===== src/rtl/sig_pkg.sv =====
// rtl/sig_pkg.sv - light encoding shared with the signal controller and debounce states
package sig_pkg;

  typedef enum logic [1:0] {
    RED    = 2'd0,
    YELLOW = 2'd1,
    GREEN  = 2'd2
  } light_t;

  localparam logic [1:0] LIGHT_INVALID = 2'd3;

  typedef enum logic [1:0] {
    DEB_IDLE    = 2'd0,
    DEB_RISE    = 2'd1,
    DEB_PRESENT = 2'd2,
    DEB_FALL    = 2'd3
  } deb_state_t;

  function automatic logic is_green(input logic [1:0] code);
    return light_t'(code) == GREEN;
  endfunction

endpackage


===== src/rtl/cntry_car_detector_if.sv =====
// rtl/cntry_car_detector_if.sv - loop/light inputs and queue status outputs of the detector
// CAR_DET_STATS_EN adds served_total.
interface cntry_car_detector_if #(
  parameter int CW = 4
);

  logic          loop_raw;
  logic [1:0]    cntry_sig;
  logic          car_req;
  logic [CW-1:0] car_count;
  logic          ovf_err;
  logic          sig_err;
`ifdef CAR_DET_STATS_EN
  logic [15:0]   served_total;

  modport master (
    output loop_raw, cntry_sig,
    input  car_req, car_count, ovf_err, sig_err, served_total
  );

  modport slave (
    input  loop_raw, cntry_sig,
    output car_req, car_count, ovf_err, sig_err, served_total
  );
`else
  modport master (
    output loop_raw, cntry_sig,
    input  car_req, car_count, ovf_err, sig_err
  );

  modport slave (
    input  loop_raw, cntry_sig,
    output car_req, car_count, ovf_err, sig_err
  );
`endif

endinterface


===== src/rtl/loop_debounce.sv =====
// rtl/loop_debounce.sv - two-flop synchroniser and debounce FSM for the loop sensor
// Emits a one-cycle arrive pulse when the filtered level goes high.
module loop_debounce
  import sig_pkg::*;
#(
  parameter int DEB_CYCLES = 4
) (
  input  logic clock,
  input  logic clear_n,
  input  logic loop_raw,
  output logic arrive
);

  localparam logic [7:0] DEB_LAST = 8'(DEB_CYCLES - 1);

  logic [1:0] sync_q;
  logic       loop_s;
  deb_state_t state_q;
  logic [7:0] deb_cnt_q;

  assign loop_s = sync_q[1];

  always_ff @(posedge clock or negedge clear_n) begin
    if (!clear_n) begin
      sync_q    <= 2'b00;
      state_q   <= DEB_IDLE;
      deb_cnt_q <= 8'd0;
      arrive    <= 1'b0;
    end else begin
      sync_q <= {sync_q[0], loop_raw};
      arrive <= 1'b0;
      case (state_q)
        DEB_IDLE: begin
          if (loop_s) begin
            // a single stable sample is already enough when DEB_CYCLES is 1
            if (DEB_CYCLES == 1) begin
              state_q <= DEB_PRESENT;
              arrive  <= 1'b1;
            end else begin
              state_q   <= DEB_RISE;
              deb_cnt_q <= 8'd1;
            end
          end
        end
        DEB_RISE: begin
          if (!loop_s) begin
            state_q <= DEB_IDLE;
          end else if (deb_cnt_q == DEB_LAST) begin
            state_q <= DEB_PRESENT;
            arrive  <= 1'b1;
          end else begin
            deb_cnt_q <= deb_cnt_q + 8'd1;
          end
        end
        DEB_PRESENT: begin
          if (!loop_s) begin
            if (DEB_CYCLES == 1) begin
              state_q <= DEB_IDLE;
            end else begin
              state_q   <= DEB_FALL;
              deb_cnt_q <= 8'd1;
            end
          end
        end
        DEB_FALL: begin
          if (loop_s) begin
            state_q <= DEB_PRESENT;
          end else if (deb_cnt_q == DEB_LAST) begin
            state_q <= DEB_IDLE;
          end else begin
            deb_cnt_q <= deb_cnt_q + 8'd1;
          end
        end
        default: state_q <= DEB_IDLE;
      endcase
    end
  end

endmodule


===== src/rtl/cntry_car_detector.sv =====
// rtl/cntry_car_detector.sv - country-road car queue: pass timer, waiting count, request, error flags
// CAR_DET_STATS_EN adds the 16-bit served_total counter.
module cntry_car_detector
  import sig_pkg::*;
#(
  parameter int DEB_CYCLES  = 4,
  parameter int PASS_CYCLES = 8,
  parameter int CW          = 4
) (
  input logic                 clock,
  input logic                 clear_n,
  cntry_car_detector_if.slave det
);

  localparam logic [CW-1:0] CNT_MAX   = {CW{1'b1}};
  localparam logic [7:0]    PASS_LAST = 8'(PASS_CYCLES - 1);

  logic          arrive;
  logic          depart;
  logic          timer_run;
  logic [7:0]    pass_timer_q;
  logic [CW-1:0] count_q;
  logic [CW-1:0] count_d;
  logic          ovf_set;
  logic          car_req_q;
  logic          ovf_q;
  logic          sig_err_q;

  loop_debounce #(
    .DEB_CYCLES(DEB_CYCLES)
  ) u_loop_debounce (
    .clock   (clock),
    .clear_n (clear_n),
    .loop_raw(det.loop_raw),
    .arrive  (arrive)
  );

  // depart is combinational so the decrement lands on the same edge the timer wraps
  assign timer_run = is_green(det.cntry_sig) && (count_q != '0);
  assign depart    = timer_run && (pass_timer_q == PASS_LAST);

  always_ff @(posedge clock or negedge clear_n) begin
    if (!clear_n) begin
      pass_timer_q <= 8'd0;
    end else if (!timer_run || depart) begin
      pass_timer_q <= 8'd0;
    end else begin
      pass_timer_q <= pass_timer_q + 8'd1;
    end
  end

  always_comb begin
    count_d = count_q;
    ovf_set = 1'b0;
    case ({arrive, depart})
      2'b10: begin
        if (count_q == CNT_MAX) begin
          ovf_set = 1'b1;
        end else begin
          count_d = count_q + CW'(1);
        end
      end
      2'b01:   count_d = count_q - CW'(1);
      default: count_d = count_q;
    endcase
  end

  always_ff @(posedge clock or negedge clear_n) begin
    if (!clear_n) begin
      count_q   <= '0;
      car_req_q <= 1'b0;
      ovf_q     <= 1'b0;
      sig_err_q <= 1'b0;
    end else begin
      count_q   <= count_d;
      car_req_q <= (count_d != '0);
      ovf_q     <= ovf_q | ovf_set;
      sig_err_q <= sig_err_q | (det.cntry_sig == LIGHT_INVALID);
    end
  end

  assign det.car_count = count_q;
  assign det.car_req   = car_req_q;
  assign det.ovf_err   = ovf_q;
  assign det.sig_err   = sig_err_q;

`ifdef CAR_DET_STATS_EN
  logic [15:0] served_q;

  always_ff @(posedge clock or negedge clear_n) begin
    if (!clear_n) begin
      served_q <= 16'd0;
    end else if (depart) begin
      served_q <= served_q + 16'd1;
    end
  end

  assign det.served_total = served_q;
`endif

endmodule


===== src/flat_wrapper.sv =====
// flat-port wrapper written by rule: the top's interface ports become plain ports
module cntry_car_detector_flat import sig_pkg::*;
#(
  parameter int DEB_CYCLES  = 4,
  parameter int PASS_CYCLES = 8,
  parameter int CW          = 4
)
  (clock, clear_n, det_loop_raw, det_cntry_sig, det_car_req, det_car_count, det_ovf_err, det_sig_err);
  cntry_car_detector_if #(.CW(CW)) det_i ();
  input logic clock;
  input logic clear_n;
  input wire logic [$bits(det_i.loop_raw)-1:0] det_loop_raw;
  input wire logic [$bits(det_i.cntry_sig)-1:0] det_cntry_sig;
  output wire logic [$bits(det_i.car_req)-1:0] det_car_req;
  output wire logic [$bits(det_i.car_count)-1:0] det_car_count;
  output wire logic [$bits(det_i.ovf_err)-1:0] det_ovf_err;
  output wire logic [$bits(det_i.sig_err)-1:0] det_sig_err;
  assign det_i.loop_raw = det_loop_raw;
  assign det_i.cntry_sig = det_cntry_sig;
  assign det_car_req = det_i.car_req;
  assign det_car_count = det_i.car_count;
  assign det_ovf_err = det_i.ovf_err;
  assign det_sig_err = det_i.sig_err;
  cntry_car_detector #(.DEB_CYCLES(DEB_CYCLES), .PASS_CYCLES(PASS_CYCLES), .CW(CW)) u_core (.clock(clock), .clear_n(clear_n), .det(det_i));
endmodule

===== config.mk =====
export PLATFORM = sky130hd
export DESIGN_NAME = cntry_car_detector_flat
export DESIGN_NICKNAME = d
export VERILOG_FILES = /design/src/rtl/sig_pkg.sv /design/src/rtl/cntry_car_detector_if.sv /design/src/rtl/loop_debounce.sv /design/src/rtl/cntry_car_detector.sv /design/src/flat_wrapper.sv
export SDC_FILE = /design/constraint.sdc
export NUM_CORES = 1
export LEC_CHECK = 0
export BUFFER_PORTS_ARGS = -buffer_cell sky130_fd_sc_hd__buf_4
export CAP_MARGIN = 20
export CORE_UTILIZATION = 60
export CTS_BUF_LIST = sky130_fd_sc_hd__clkbuf_4 sky130_fd_sc_hd__clkbuf_8
export CTS_CLUSTER_DIAMETER = 120
export DETAILED_ROUTE_END_ITERATION = 10
export GPL_TIMING_DRIVEN = 0
export PLACE_DENSITY = 0.83
export SYNTH_ARGS = -nofsm -noshare
export SYNTH_HDL_FRONTEND = slang
export SYNTH_SLANG_ARGS = --single-unit

===== constraint.sdc =====
create_clock -name clock -period 3.92 [get_ports clock]
set_clock_uncertainty 0.05 [all_clocks]
set_input_delay 0.392 -clock clock [delete_from_list [all_inputs] [get_ports clock]]
set_output_delay 0.392 -clock clock [all_outputs]
set_load 0.01 [all_outputs]

; After elaboration in Yosys (flattened, before gate mapping)
; Index checks and enable logic that the tools add are counted.
[totals]
reg_bits = 28
word_cells = 61
inputBits = 5
output_inout_bits = 7
[classes]
n_reduce_logical = 9
n_eq_ne = 16
n_addsub = 4
bitwise_logic = 2
muxes = 21
[op_table]
columns = operator, count
row1 = $mux W8, 6
row2 = $pmux W8 S4, 1
row3 = $add A8 B1 Y8 const B, 2
row4 = $mux W2, 6
row5 = $eq A2 B2 Y1 const B, 5
row6 = $eq A8 B2 Y1 const B, 1
row7 = $eq A8 B3 Y1 const B, 1
row8 = $ne A2 B2 Y1 const B, 4
row9 = $pmux W2 S4, 1
row10 = $pmux W4 S2, 1
row11 = $reduce_and A4 Y1, 2
row12 = $reduce_bool A4 Y1, 2
row13 = $ne A3 B3 Y1 const B, 2
row14 = $mux W1, 5
row15 = $add A4 B1 Y4 const B, 1
row16 = $eq A2 B1 Y1 const B, 2
row17 = $eq A4 B4 Y1 const B, 1
row18 = $mux W4, 1
row19 = $sub A4 B1 Y4 const B, 1
row20 = $logic_and A1 B1 Y1, 2
row21 = $logic_not A2 Y1, 1
row22 = $or A1 B1 Y1, 2
row23 = $logic_not A1 Y1, 1
row24 = $logic_or A1 B1 Y1, 1

; Depth between registers and ports, before layout
[depth]
depth_word = 6
mapped_depth = 12
mapped_depth_nobuf = 11

; By module
; From an unflattened synthesis, not the netlist that was laid out.
[unflattened]
hier_cells = 135
hier_area_um2 = 1437.6
[by_module_without_submodules]
columns = mod, n_inst, cells_each, seq_area_each_um2, area_each_um2
row1 = cntry_car_detector, 1, 80, 375.4, 802.0
row2 = loop_debounce, 1, 55, 325.3, 635.6

; Worst setup path before layout
; No wires, ideal clock.
[synth_timing]
path_kind = reg-to-reg
startpoint = reg u_core.pass_timer_q[3]
endpoint = reg u_core.car_req_q (netlist: u_core.det.car_req)
setup_time_ns = 0.139
path_stages_with_launch = 11
arrival_ns = 2.463
period_less_slack_ns = 2.651
setup_slack_ns = 1.269
n_path_buf = 1
required_time_ns = 3.731
cell_sequence = dfrtp_1 or4_1 nor3_1 nand2b_1 inv_1 ha_1 buf_12 nand2_1 o21ai_0 a311o_1 or4_1
[synth_via]
elab_chain_cells = 5
elab_cells_between_ends = 6
classes_between = eq/ne (3) / mux (1) / reduce/logical (2)
[synth_lines]
columns = item, line_no
row1 = start: declaration, cntry_car_detector.sv:21  ; logic [7:0] pass_timer_q;
row2 = start signal: assignment, cntry_car_detector.sv:48  ; pass_timer_q <= pass_timer_q + 8'd1;
row3 = $eq A8 B3 Y1 (*), cntry_car_detector.sv:40  ; assign depart = timer_run && (pass_timer_q == PASS_LAST);
row4 = $logic_and A1 B1 Y1 (*), cntry_car_detector.sv:40
row5 = $eq A2 B1 Y1 or $eq A2 B2 Y1 (tied branches), cntry_car_detector.sv:55  ; case ({arrive, depart})
row6 = $pmux W4 S2 (*), cntry_car_detector.sv:55
row7 = named net u_core.count_d[1], cntry_car_detector.sv:23  ; logic [CW-1:0] count_d;
row8 = $reduce_bool A4 Y1 (*), cntry_car_detector.sv:76  ; car_req_q <= (count_d != '0);
row9 = end signal: assignment, cntry_car_detector.sv:76
row10 = end: declaration, cntry_car_detector.sv:25  ; logic car_req_q;
; Mark *: on every way through the listed nets, which the timed path passes. The rest lies on a longest branch.
; A chain may end at the register's enable or synchronous reset.

; Final worst setup path
[layout_timing]
startpoint = reg u_core.count_q[0] (netlist: u_core.det.car_count[0])
endpoint = reg u_core.car_req_q (netlist: u_core.det.car_req)
[layout_via]
elab_chain_cells = 6
elab_cells_between_ends = 11
classes_between = add/sub (2) / eq/ne (3) / mux (2) / reduce/logical (4)
[layout_lines]
columns = item, line_no
row1 = start: declaration, cntry_car_detector.sv:22  ; logic [CW-1:0] count_q;
row2 = start signal: assignment, cntry_car_detector.sv:75  ; count_q <= count_d;
row3 = "parallel branches: the longest is 4 deep, another holds $add A4 B1 Y4", n/a
row4 = $pmux W4 S2 (*), cntry_car_detector.sv:55
row5 = named net u_core.count_d[0], cntry_car_detector.sv:23
row6 = $reduce_bool A4 Y1 (*), cntry_car_detector.sv:76
; Mark *: on every way through the listed nets, which the timed path passes.

==> metrics.txt <==
Die Ht=51.8 µm; Critical Path Max Stage Delay=0.50 ns; Post-DRT Antenna Nets=0; Pwr Density=423 nW/µm²; Crit. path cell count=12; Starting Density=0.655; Rel. slew slack=0.717; Die Area=2690 µm²; Final GP Congestion=0.862; WS Path Type=flop to flop; capture point of the worst path=u_core.det.car_req$_DFF_PN0_; first-pass detailed-route iteration total=4; CP Data Arrival Time=3.04 ns; Worst-Skew Late Latency=0.31 ns; flop-to-flop setup slack=1.02 ns; Top delay family on crit path=simple AND/OR/NAND/NOR gates; Min Hold Slack=0.127 ns; setup TNS=0 ns; H-tree depth=1; multi-input gate area in the final layout=717 µm²; utilization after layout=0.727; Total Nets Final=177; Critical-path top delay cell=dfrtp_1; clock buffer depth=2; layout cells sized above 1=0.121; outcome=complete, no violations; Synth area leader=dfrtp_1; FF/Latch Area=701 µm²; crit-path max FO=10; endpoints failing setup=0; Root Buffer=clkbuf_4; Die X=51.8 µm; vias in the first global route=1172; worst r2r src=u_core.det.car_count[0]$_DFF_PN0_; most frequent cells in the layout=28 x dfrtp_1, 15 x nor2_1, 11 x buf_4; main area contributors after synthesis=dfrtp_1 47%, ha_1 5.0%, nor2_1 3.8%, nand3_1 3.0%, xnor2_1 2.9%; max-cap viol count=0; Slew @ Worst Pin=0.424 ns; Remaining DRCs=0; Leak=0.000767 µW; Critical Path RT=4.07 ns; Area growth syn-to-layout=11.0%; CTS tree=yes; post-synthesis register bit count=28; PostCTS Resize Cnt=0; Crit. End Element=flop; Synth warnings=0; total track usage=0.238; # clock sinks=28; WP buf/inv=3; final HPWL from detailed placement=1.92 mm; diodes inserted=0; min Tclk post-route=2.90 ns; sequential area share after synthesis=0.470; core box area=2280 µm²; unrepaired setup endpoints after global routing=false; Rows=17; ys flop type=dfrtp_1; syn nets=160; per-cell routed wire length=13.5 µm; first-pass GRT wire length=4.80 mm; Mean Syn Cell Area=10.0 µm²; Cells after Synth=149; I/O Pins=12; WL final=2.61 mm; worst hold path depth=1; Tcrit/Tclk final=0.739; Max Fclk=345 MHz; CTS Buf Count=3; grt ovf=0; Fill cells=172; number of library cell types mapped by synthesis=43; most common cell after layout, fill and taps aside=dfrtp_1; CP Cell Sequence=inv_1 -> ha_1 -> nand2b_1 -> o21ai_1 -> nand2b_1 -> inv_1 -> ha_1 -> buf_12 -> a311oi_1 -> a21o_1 -> a221o_1 -> or4_1; Worst VDD drop=0.000398 V; Vias per Instance=5.92; DRT iter0 DRCs=26; cell area after synthesis=1490 µm²; Critical Path Source Type=flop; hold crit path type=primary input to flop; initial antenna violation count=0; largest net degree at the start of global routing=29; Synth top area share=0.470; number of synthesized flops with an enable pin=0; PortBufs=11; fin. max-slew vios=0; ys async rst share=1.00; r2r worst-path depth=12; Worst-path clk slew=0.14 ns; DR vias=1143; Worst Setup SP=u_core.det.car_count[0]$_DFF_PN0_; reg2reg end=u_core.det.car_req$_DFF_PN0_; Hold Vio Cnt, Final=0
-- synth_stat cells, drive strengths merged, types with 4 or more instances --
cell and instances:
dfrtp 28, ha 6, xor2 5, nand2b 5, nor2 15, a21o 4
xnor2 5, nor3 9, o21ai 7, nand2 8, nand3 9, inv 8
-- kinds of logic after synthesis --
group	share of synthesized area
and+or+nand+nor	0.222
AOI/OAI and AO/OA	0.136
DFF	0.470
buffers and inverters	0.0487
xor gates and xnor gates	0.0588
adders and majority gates	0.0504
muxes	0.0143
-- sequential cells by signal (all words and copies together), names as in the netlist, named ones only --
name	flops
u_core.u_loop_debounce.sync_q	2
u_core.det.car_count	4
u_core.pass_timer_q	8
u_core.u_loop_debounce.deb_cnt_q	8
u_core.u_loop_debounce.state_q	1
u_core.u_loop_debounce.arrive	1
u_core.det.ovf_err	1
u_core.det.sig_err	1
u_core.det.car_req	1
-- per-stage QoR --
stage / cell area [µm²] / total power (µW) / setup slack, ns / std cells
2_1_floorplan: 1490 / 513 / 1.27 / 149
3_3_place_gp: 1610 / 557 / 1.13 / 188
3_5_place_dp: 1610 / 570 / 1.07 / 188
4_1_cts: 1650 / 705 / 1.03 / 193
5_1_grt: 1650 / 742 / 0.784 / 193
6_report: 1650 / 699 / 1.02 / 193
-- power by group --
group | total [µW] | leakage (µW) | switching (µW) | internal (µW)
clock network | 133 | 0.0000210 | 76.5 | 56.6
registers | 355 | 0.000372 | 34.5 | 321
logic | 211 | 0.000374 | 121 | 90.0
-- worst min path at each step --
stage                       from                                               to  slack (ns)
detailed placement       clear_n  u_core.u_loop_debounce.deb_cnt_q[7]$_DFFE_PN0P_        0.28
global placement         clear_n  u_core.u_loop_debounce.deb_cnt_q[7]$_DFFE_PN0P_        0.27
floorplan                clear_n                       asynchronous set/reset pin        0.05
finish              det_loop_raw       u_core.u_loop_debounce.sync_q[0]$_DFF_PN0_        0.13
CTS                 det_loop_raw       u_core.u_loop_debounce.sync_q[0]$_DFF_PN0_        0.12
global route        det_loop_raw       u_core.u_loop_debounce.sync_q[0]$_DFF_PN0_        0.11
-- layout make-up --
type,instances,share of cell area
Sequential cell,28,0.424
Timing Repair Buffer,12,0.0560
Multi-Input combinational cell,108,0.433
Inverter,8,0.0182
Clock buffer,4,0.0219
Tap cell,28,0.0212
Buffer,5,0.0257
-- metal layers --
| metal | wire [µm] | GRT usage | share of wire |
|---|---|---|---|
| met1 | 1190 | 0.300 | 0.46 |
| met2 | 1320 | 0.419 | 0.51 |
| met3 | 70 | 0.0292 | 0.027 |
| met4 | 27 | 0.0811 | 0.010 |
| met5 | 0 | 0 | 0 |
-- timing repair --
action,4_1_cts,5_1_grt
hold buffers,1,0
endpoints found under the hold margin,28,0
buffers inserted,0,0
setup endpoints to repair,0,0
Power figures use the tool's default switching activity.
